==> src/rtl/pipe_ctrl_pkg.sv <==
// Shared widths, bus types and sequencer state encodings for pipe_ctrl.
// Optional perf counters in pipe_ctrl are enabled by PIPE_CTRL_PERF_EN.
package pipe_ctrl_pkg;

   localparam int unsigned REG_ADDR_W   = 5;
   localparam int unsigned INST_ADDR_W  = 32;
   localparam int unsigned PIPE_STATE_W = 2;

   typedef logic [REG_ADDR_W-1:0]   reg_addr_t;
   typedef logic [INST_ADDR_W-1:0]  inst_addr_t;
   typedef logic [PIPE_STATE_W-1:0] pipe_state_t;

   localparam logic [1:0] PC_ST_RUN    = 2'b00;
   localparam logic [1:0] PC_ST_LDUSE  = 2'b01;
   localparam logic [1:0] PC_ST_MCWAIT = 2'b10;

   // Counter only needs to reach timeout-1.
   function automatic int unsigned mc_cnt_width(input int unsigned timeout);
      int unsigned w;
      w = $clog2(timeout);
      return (w < 1) ? 1 : w;
   endfunction

endpackage

==> src/rtl/pipe_ctrl_hazard_det.sv <==
// Combinational load-use detector: a load in EX whose rd feeds a source
// register read by the instruction in ID.
module pipe_ctrl_hazard_det
   import pipe_ctrl_pkg::*;
(
   input  logic [REG_ADDR_W-1:0] rs1_addr,
   input  logic [REG_ADDR_W-1:0] rs2_addr,
   input  logic                  rs1_ren,
   input  logic                  rs2_ren,
   input  logic [REG_ADDR_W-1:0] ex_rd_addr,
   input  logic                  ex_load,
   output logic                  hazard
);

   logic rs1_hit;
   logic rs2_hit;

   assign rs1_hit = rs1_ren & (rs1_addr == ex_rd_addr);
   assign rs2_hit = rs2_ren & (rs2_addr == ex_rd_addr);
   // x0 is never written, so a load to x0 cannot create a dependency.
   assign hazard  = ex_load & (ex_rd_addr != '0) & (rs1_hit | rs2_hit);

endmodule

==> src/rtl/pipe_ctrl.sv <==
// Pipeline sequencer: per-stage load enables/flushes, EX jump redirect, load-use
// bubble and multi-cycle freeze with watchdog. PIPE_CTRL_PERF_EN adds perf counters.
module pipe_ctrl
   import pipe_ctrl_pkg::*;
#(
   parameter int unsigned MC_TIMEOUT = 64
`ifdef PIPE_CTRL_PERF_EN
   , parameter int unsigned CNT_W = 32
`endif
) (
   input  logic                   clk,
   input  logic                   rstn,
   input  logic [REG_ADDR_W-1:0]  id_rs1_addr,
   input  logic [REG_ADDR_W-1:0]  id_rs2_addr,
   input  logic                   id_rs1_ren,
   input  logic                   id_rs2_ren,
   input  logic [REG_ADDR_W-1:0]  id_ex_rd_addr,
   input  logic                   id_ex_load,
   input  logic                   ex_jump_req,
   input  logic [INST_ADDR_W-1:0] ex_jump_addr,
   input  logic                   ex_mc_start,
   input  logic                   ex_mc_done,
   output logic                   pc_lden,
   output logic                   pc_jump_en,
   output logic [INST_ADDR_W-1:0] pc_jump_addr,
   output logic                   if_id_lden,
   output logic                   id_ex_lden,
   output logic                   ex_mem_lden,
   output logic                   mem_wb_lden,
   output logic                   if_id_flush,
   output logic                   id_ex_flush,
   output logic                   ex_mem_flush,
   output logic                   mc_abort,
`ifdef PIPE_CTRL_PERF_EN
   output logic [CNT_W-1:0]       perf_stall_cyc,
   output logic [CNT_W-1:0]       perf_flush_cnt,
`endif
   output logic                   err_timeout
);

   localparam int unsigned     MC_W    = mc_cnt_width(MC_TIMEOUT);
   localparam logic [MC_W-1:0] MC_LAST = MC_W'(MC_TIMEOUT - 1);

   pipe_state_t     state_q, state_d;
   logic [MC_W-1:0] mc_cnt_q, mc_cnt_d;
   logic            err_q, err_d;
   logic            hazard;

   pipe_ctrl_hazard_det u_hazard_det (
      .rs1_addr   (id_rs1_addr),
      .rs2_addr   (id_rs2_addr),
      .rs1_ren    (id_rs1_ren),
      .rs2_ren    (id_rs2_ren),
      .ex_rd_addr (id_ex_rd_addr),
      .ex_load    (id_ex_load),
      .hazard     (hazard)
   );

   assign pc_jump_addr = ex_jump_addr;
   assign err_timeout  = err_q;

   always_comb begin
      state_d      = state_q;
      mc_cnt_d     = mc_cnt_q;
      err_d        = err_q;
      pc_lden      = 1'b1;
      if_id_lden   = 1'b1;
      id_ex_lden   = 1'b1;
      ex_mem_lden  = 1'b1;
      mem_wb_lden  = 1'b1;
      pc_jump_en   = 1'b0;
      if_id_flush  = 1'b0;
      id_ex_flush  = 1'b0;
      ex_mem_flush = 1'b0;
      mc_abort     = 1'b0;

      case (state_q)
         PC_ST_RUN: begin
            if (ex_jump_req) begin
               pc_jump_en  = 1'b1;
               if_id_flush = 1'b1;
               id_ex_flush = 1'b1;
            end else if (ex_mc_start) begin
               // A same-cycle done is a zero-wait op and flows like a normal instruction.
               if (!ex_mc_done) begin
                  pc_lden      = 1'b0;
                  if_id_lden   = 1'b0;
                  id_ex_lden   = 1'b0;
                  ex_mem_flush = 1'b1;
                  mc_cnt_d     = MC_W'(1);
                  state_d      = PC_ST_MCWAIT;
               end
            end else if (hazard) begin
               pc_lden     = 1'b0;
               if_id_lden  = 1'b0;
               id_ex_flush = 1'b1;
               state_d     = PC_ST_LDUSE;
            end
         end
         PC_ST_LDUSE: begin
            state_d = PC_ST_RUN;
         end
         PC_ST_MCWAIT: begin
            if (ex_mc_done) begin
               mc_cnt_d = '0;
               state_d  = PC_ST_RUN;
            end else if (mc_cnt_q == MC_LAST) begin
               mc_abort     = 1'b1;
               err_d        = 1'b1;
               ex_mem_flush = 1'b1;
               mc_cnt_d     = '0;
               state_d      = PC_ST_RUN;
            end else begin
               pc_lden      = 1'b0;
               if_id_lden   = 1'b0;
               id_ex_lden   = 1'b0;
               ex_mem_flush = 1'b1;
               mc_cnt_d     = mc_cnt_q + MC_W'(1);
            end
         end
         default: begin
            state_d  = PC_ST_RUN;
            mc_cnt_d = '0;
         end
      endcase

      // Reset holds every stage still regardless of state.
      if (rstn) begin
         pc_lden      = 1'b0;
         if_id_lden   = 1'b0;
         id_ex_lden   = 1'b0;
         ex_mem_lden  = 1'b0;
         mem_wb_lden  = 1'b0;
         pc_jump_en   = 1'b0;
         if_id_flush  = 1'b0;
         id_ex_flush  = 1'b0;
         ex_mem_flush = 1'b0;
         mc_abort     = 1'b0;
      end
   end

   always_ff @(posedge clk or posedge rstn) begin
      if (rstn) begin
         state_q  <= PC_ST_RUN;
         mc_cnt_q <= '0;
         err_q    <= 1'b0;
      end else begin
         state_q  <= state_d;
         mc_cnt_q <= mc_cnt_d;
         err_q    <= err_d;
      end
   end

`ifdef PIPE_CTRL_PERF_EN
   logic [CNT_W-1:0] stall_q;
   logic [CNT_W-1:0] flush_q;

   always_ff @(posedge clk or posedge rstn) begin
      if (rstn) begin
         stall_q <= '0;
         flush_q <= '0;
      end else begin
         if (!pc_lden && (stall_q != '1)) begin
            stall_q <= stall_q + CNT_W'(1);
         end
         if (pc_jump_en && (flush_q != '1)) begin
            flush_q <= flush_q + CNT_W'(1);
         end
      end
   end

   assign perf_stall_cyc = stall_q;
   assign perf_flush_cnt = flush_q;
`endif

endmodule

==> config.mk <==
export PLATFORM = sky130hd
export DESIGN_NAME = pipe_ctrl
export DESIGN_NICKNAME = d
export VERILOG_FILES = /design/src/rtl/pipe_ctrl_pkg.sv /design/src/rtl/pipe_ctrl_hazard_det.sv /design/src/rtl/pipe_ctrl.sv
export SDC_FILE = /design/constraint.sdc
export NUM_CORES = 1
export LEC_CHECK = 0
export CORE_ASPECT_RATIO = 0.75
export CORE_MARGIN = 8
export CORE_UTILIZATION = 30
export DETAILED_ROUTE_END_ITERATION = 10
export GPL_TIMING_DRIVEN = 0
export PLACE_DENSITY_LB_ADDON = 0.3
export SYNTH_ARGS = -nofsm -noshare
export SYNTH_HDL_FRONTEND = slang
export SYNTH_HIERARCHICAL = 1
export SYNTH_SLANG_ARGS = --single-unit
==> constraint.sdc <==
create_clock -name clk -period 2.6 [get_ports clk]
set_input_delay 0.26 -clock clk [delete_from_list [all_inputs] [get_ports clk]]
set_output_delay 0.26 -clock clk [all_outputs]
set_load 0.005 [all_outputs]
==> results of run 1 <==
power by group through the flow:
stage	logic, mW	clock network [mW]	registers (mW)
after floorplan	0.117	0	0.166
after global placement	0.239	0	0.167
after detailed placement	0.246	0	0.168
after CTS	0.244	0.166	0.166
after global routing	0.267	0.174	0.169
final	0.244	0.162	0.167
Yosys cell counts (2+ instances only):
cell type,n,area (µm²)
sky130_fd_sc_hd__nand2b_1,2,12.5
sky130_fd_sc_hd__nor4_1,2,12.5
sky130_fd_sc_hd__buf_4,35,263
sky130_fd_sc_hd__xor2_1,8,70.1
sky130_fd_sc_hd__nand2_1,3,11.3
sky130_fd_sc_hd__a21oi_1,3,15.0
sky130_fd_sc_hd__xnor2_1,2,17.5
sky130_fd_sc_hd__nor2_1,7,26.3
sky130_fd_sc_hd__nand3_1,6,30.0
sky130_fd_sc_hd__a2111oi_0,2,17.5
sky130_fd_sc_hd__inv_1,2,7.51
sky130_fd_sc_hd__dfrtp_1,9,225
sky130_fd_sc_hd__nor3_1,3,15.0
sky130_fd_sc_hd__o21ai_0,4,20.0
state kept, by name, summed over array words and instances (netlist names):
| register | cells |
|---|---|
| state_q | 2 |
| err_timeout | 1 |
| mc_cnt_q | 6 |
cell type report:
cell class	instances	area [µm²]
buffer	37	278
clock buffer	4	45.0
fill	281	1270
inverter	2	7.51
multi-input combinational	63	464
sequential	9	225
tap	38	47.5
timing repair buffer	68	658
repair_timing:
action / 4_1_cts / 5_1_grt
endpoints found under the setup margin: 5 / 4
hold endpoints to repair: 0 / 0
resized for setup: 11 / 7
setup buffers: 1 / 2
pin swaps: 2 / 6
worst max-delay path, stage by stage:
cell and delay (ns):
sky130_fd_sc_hd__clkdlybuf4s50_1 0.42, sky130_fd_sc_hd__xor2_1 0.15, sky130_fd_sc_hd__nor4_1 0.30, sky130_fd_sc_hd__nand3_1 0.14, sky130_fd_sc_hd__a21oi_2 0.15, sky130_fd_sc_hd__nand2b_1 0.08
sky130_fd_sc_hd__a21o_1 0.18, sky130_fd_sc_hd__buf_4 0.13, sky130_fd_sc_hd__buf_4 0.13, sky130_fd_sc_hd__a2bb2oi_2 0.14, sky130_fd_sc_hd__nor2_1 0.06, sky130_fd_sc_hd__clkbuf_2 0.12
metrics by stage:
stage               power, mW   TNS, ns  setup WS (ns)
CTS                     0.576   -0.0812        -0.0812
global route            0.610  -0.00517       -0.00517
finish                  0.573         0         0.0916
global placement        0.407    -0.696         -0.256
detailed placement      0.415    -0.907         -0.337
floorplan               0.282         0          0.749
cells by family (layout without fill, tap and decap cells):
| family | after synthesis | in the layout |
|---|---|---|
| AND/OR/NAND/NOR | 31 | 31 |
| buffers and inverters | 39 | 111 |
| adder cells (fa/ha/maj) | 1 | 1 |
| flip-flops | 9 | 9 |
| AO/OA/AOI/OAI | 21 | 21 |
| XOR/XNOR | 10 | 10 |
path summary, 6_finish.rpt:
kind | start | end | slack (ns) | depth (start not counted)
worst min-delay path | err_timeout$_DFFE_PP0P_ | err_timeout$_DFFE_PP0P_ | 0.49 | 1
worst min register to register | err_timeout$_DFFE_PP0P_ | err_timeout$_DFFE_PP0P_ | 0.49 | 1
max in group asynchronous | rstn | mc_cnt_q[3]$_DFFE_PP0P_ | 1.79 | 2
worst max-delay path | id_rs2_addr[2] | id_ex_lden | 0.09 | 12
worst max register to register | state_q[0]$_DFFE_PP0P_ | mc_cnt_q[3]$_DFFE_PP0P_ | 1.05 | 5
min in group asynchronous | rstn | mc_cnt_q[5]$_DFFE_PP0P_ | 0.50 | 2
routing by layer:
layer	share of wire (%)	vias up	global-route usage [%]	routed length [µm]
li1	-	501	-	-
met1	33	466	11.1	1110
met2	54	50	23.5	1830
met3	12	5	7.58	415
met4	0.89	0	2.89	30
met5	0	-	0	0
==> results, run 1 <==
- In this run the worst hold path is classified as reg2reg.
- Power spread over the standard cell area amounts to roughly 330 nW/µm².
- Setup violations remaining at the end of the flow were counted as 0.
- Clock-pin slew was measured on the worst setup and hold paths at 0.05 ns.
- The die extent in y is 64.9 µm.
- The arithmetic-cell share of the synthesized area counting full adders, half adders and majority gates is 1.31%.
- The number of nets handed over by synthesis was approximately 170.
- For the final database, setup skew stands at just over 0.005 ns.
- Counting flops with a built-in enable in the synthesized netlist gives 0.
- Yosys printed 6 warnings.
- The worst setup path is launched from an input pin.
- The length of the first detailed-routing pass in iterations is 4.
- The die footprint is roughly 5300 µm².
- Data arrives at the worst endpoint at 2.25 ns.
- After detailed routing, the number of vias per cell comes to around 4.6.
- Sequential cells account for 29.1% of the total power.
- In the synthesized netlist, mux cells make up 0% of the area.
- The placeable core area is 3000 µm².
- In this run, placement finished with an instance count of between 200 and 250.
- After synthesis, the largest family of logic cells by area is buffers and inverters.
- The clock tree root driver cell is sky130_fd_sc_hd__clkbuf_8.
- Entering global routing, the biggest net connects 13 pins.
- The count of pins over their slew limit is 0.
- The smallest clock period supported by the final layout is computed as 2.51 ns.
- The number of register bits inferred by synthesis is 9.
- The run finished with clean final reports.
- The fraction of power consumed by combinational cells is 42.5%.
- The placer congestion estimate is 0.809.
- The summed instance area of the synthesized netlist is 957 µm².
- The remaining antenna violation count after routing is 0.
- The leakage power of the design is 0.755 nW.
- The library cells used most frequently in the layout, excluding fill and tap cells, are sky130_fd_sc_hd__clkdlybuf4s50_1, sky130_fd_sc_hd__buf_4, sky130_fd_sc_hd__dfrtp_1.
- The count of endpoints failing hold in the final timing report was 0.
- The number of unique standard cell types used by synthesis is 37.
- The number of global-route vias before repair is between 1000 and 1500.
- The detailed placer's ending HPWL is approximately 3 mm.
- After detailed routing, the average wire length per cell comes to ~15 µm.
- The layout-stage area growth over the synthesis result is 80.3%.
- The xor-xnor portion of the synthesized cell area is about 9.2%.
- Final hold analysis gives a worst-case slack of 0.494 ns.
- Across all layers, the routed design uses approximately 1000 vias.
- After Yosys synthesis, and, or, nand and nor cells account for 18.2% of the synthesized area.
- The effective utilization at floorplan is a little under a third.
- Global routing consumed, over all layers together, 12.5% of the routing resources.
- The instance count of the mapped netlist is 111.
- Derived from the worst setup path, the maximum achievable clock frequency is between 300 and 400 MHz.
- The first-iteration detailed-routing DRC count is 34.
- In this run the mean area of a mapped cell was 8.62 µm².
- The number of nets in the final layout is 240.
- The number of H-tree branching levels is 1.
- Data on the critical path is required at its endpoint by 2.34 ns.
- In this run, the clock network consumes 28.3% of the power.
- The internal power summed over all cells is 0.418 mW.
- The most used flip-flop cell after synthesis is sky130_fd_sc_hd__dfrtp_1.
- The floorplan step set the die width to 81.2 µm.
- The standard cell area after detailed placement is about 1700 µm².
- The maximum number of buffers from clock root to sink is 2.
- The share of final-layout standard cells stronger than drive strength 1 is between 30% and 40%.
- The worst path uses 96.5% of the clock period.
- The number of antenna cells inserted is 0.
- At the end of the flow the core is filled with cells to 57.5%.
- The transition time of the tightest slew-check pin is 0.468 ns.
- The switching part of the total power is 27.0%.
- In this run the worst path has a maximum fanout of 2.
- The total of max-cap violations is 0.
- The compound-gate portion of the synthesized area is 18.0%.
- In this run, CTS created clock tree buffers numbering 3.
- The number of antenna violations at the first check in global routing is 0.
- The number of standard-cell rows in the floorplan is 17.
- The first global-routing pass estimated 5.22 mm of wire.
- Once layout is done, the placed cells without fillers occupy 1730 µm².
- The worst pin sits at a relative slew slack of 68.8%.
- The post-detailed-route DRC marker count is 0.
- The kind of critical path is in2out.
- The clock insertion delay at the later pin of the skew report is 0.24 ns.
- STA classifies the critical path endpoint as an output port.
- The post-synthesis async set-or-reset flop share is between 90% and 100%.
- The number of standard cells in the layout, taps in and fillers out is 221.
- The routed design has 3.38 mm of wire.
- TritonCTS built the clock tree.
- For this run the aggregate overflow at the end of global routing stands at 0.
- The number of hold buffers added after cts is 0.
- between 90 and 100 I/O pins were placed.
- The power dissipated by switching net loads is 0.155 mW.
- Of the synthesized area, sequential elements account for around a quarter.
- Across the VDD grid, the largest voltage drop is 0.000187 V.
- For this design, the sink count on the clock tree is 9.
- The library cell used most frequently in the layout, excluding fill and tap cells, is sky130_fd_sc_hd__clkdlybuf4s50_1.
- The total of buffers placed on input and output ports is 65.
Note: power is estimated with default switching activity, not from simulation.
==> run 2: changes to the inputs <==
- CAP_MARGIN: not set -> 20
- SKIP_LAST_GASP: not set -> 1
==> results of run 2 <==
The final DEF is identical to that of run 1; final timing and power are the same.
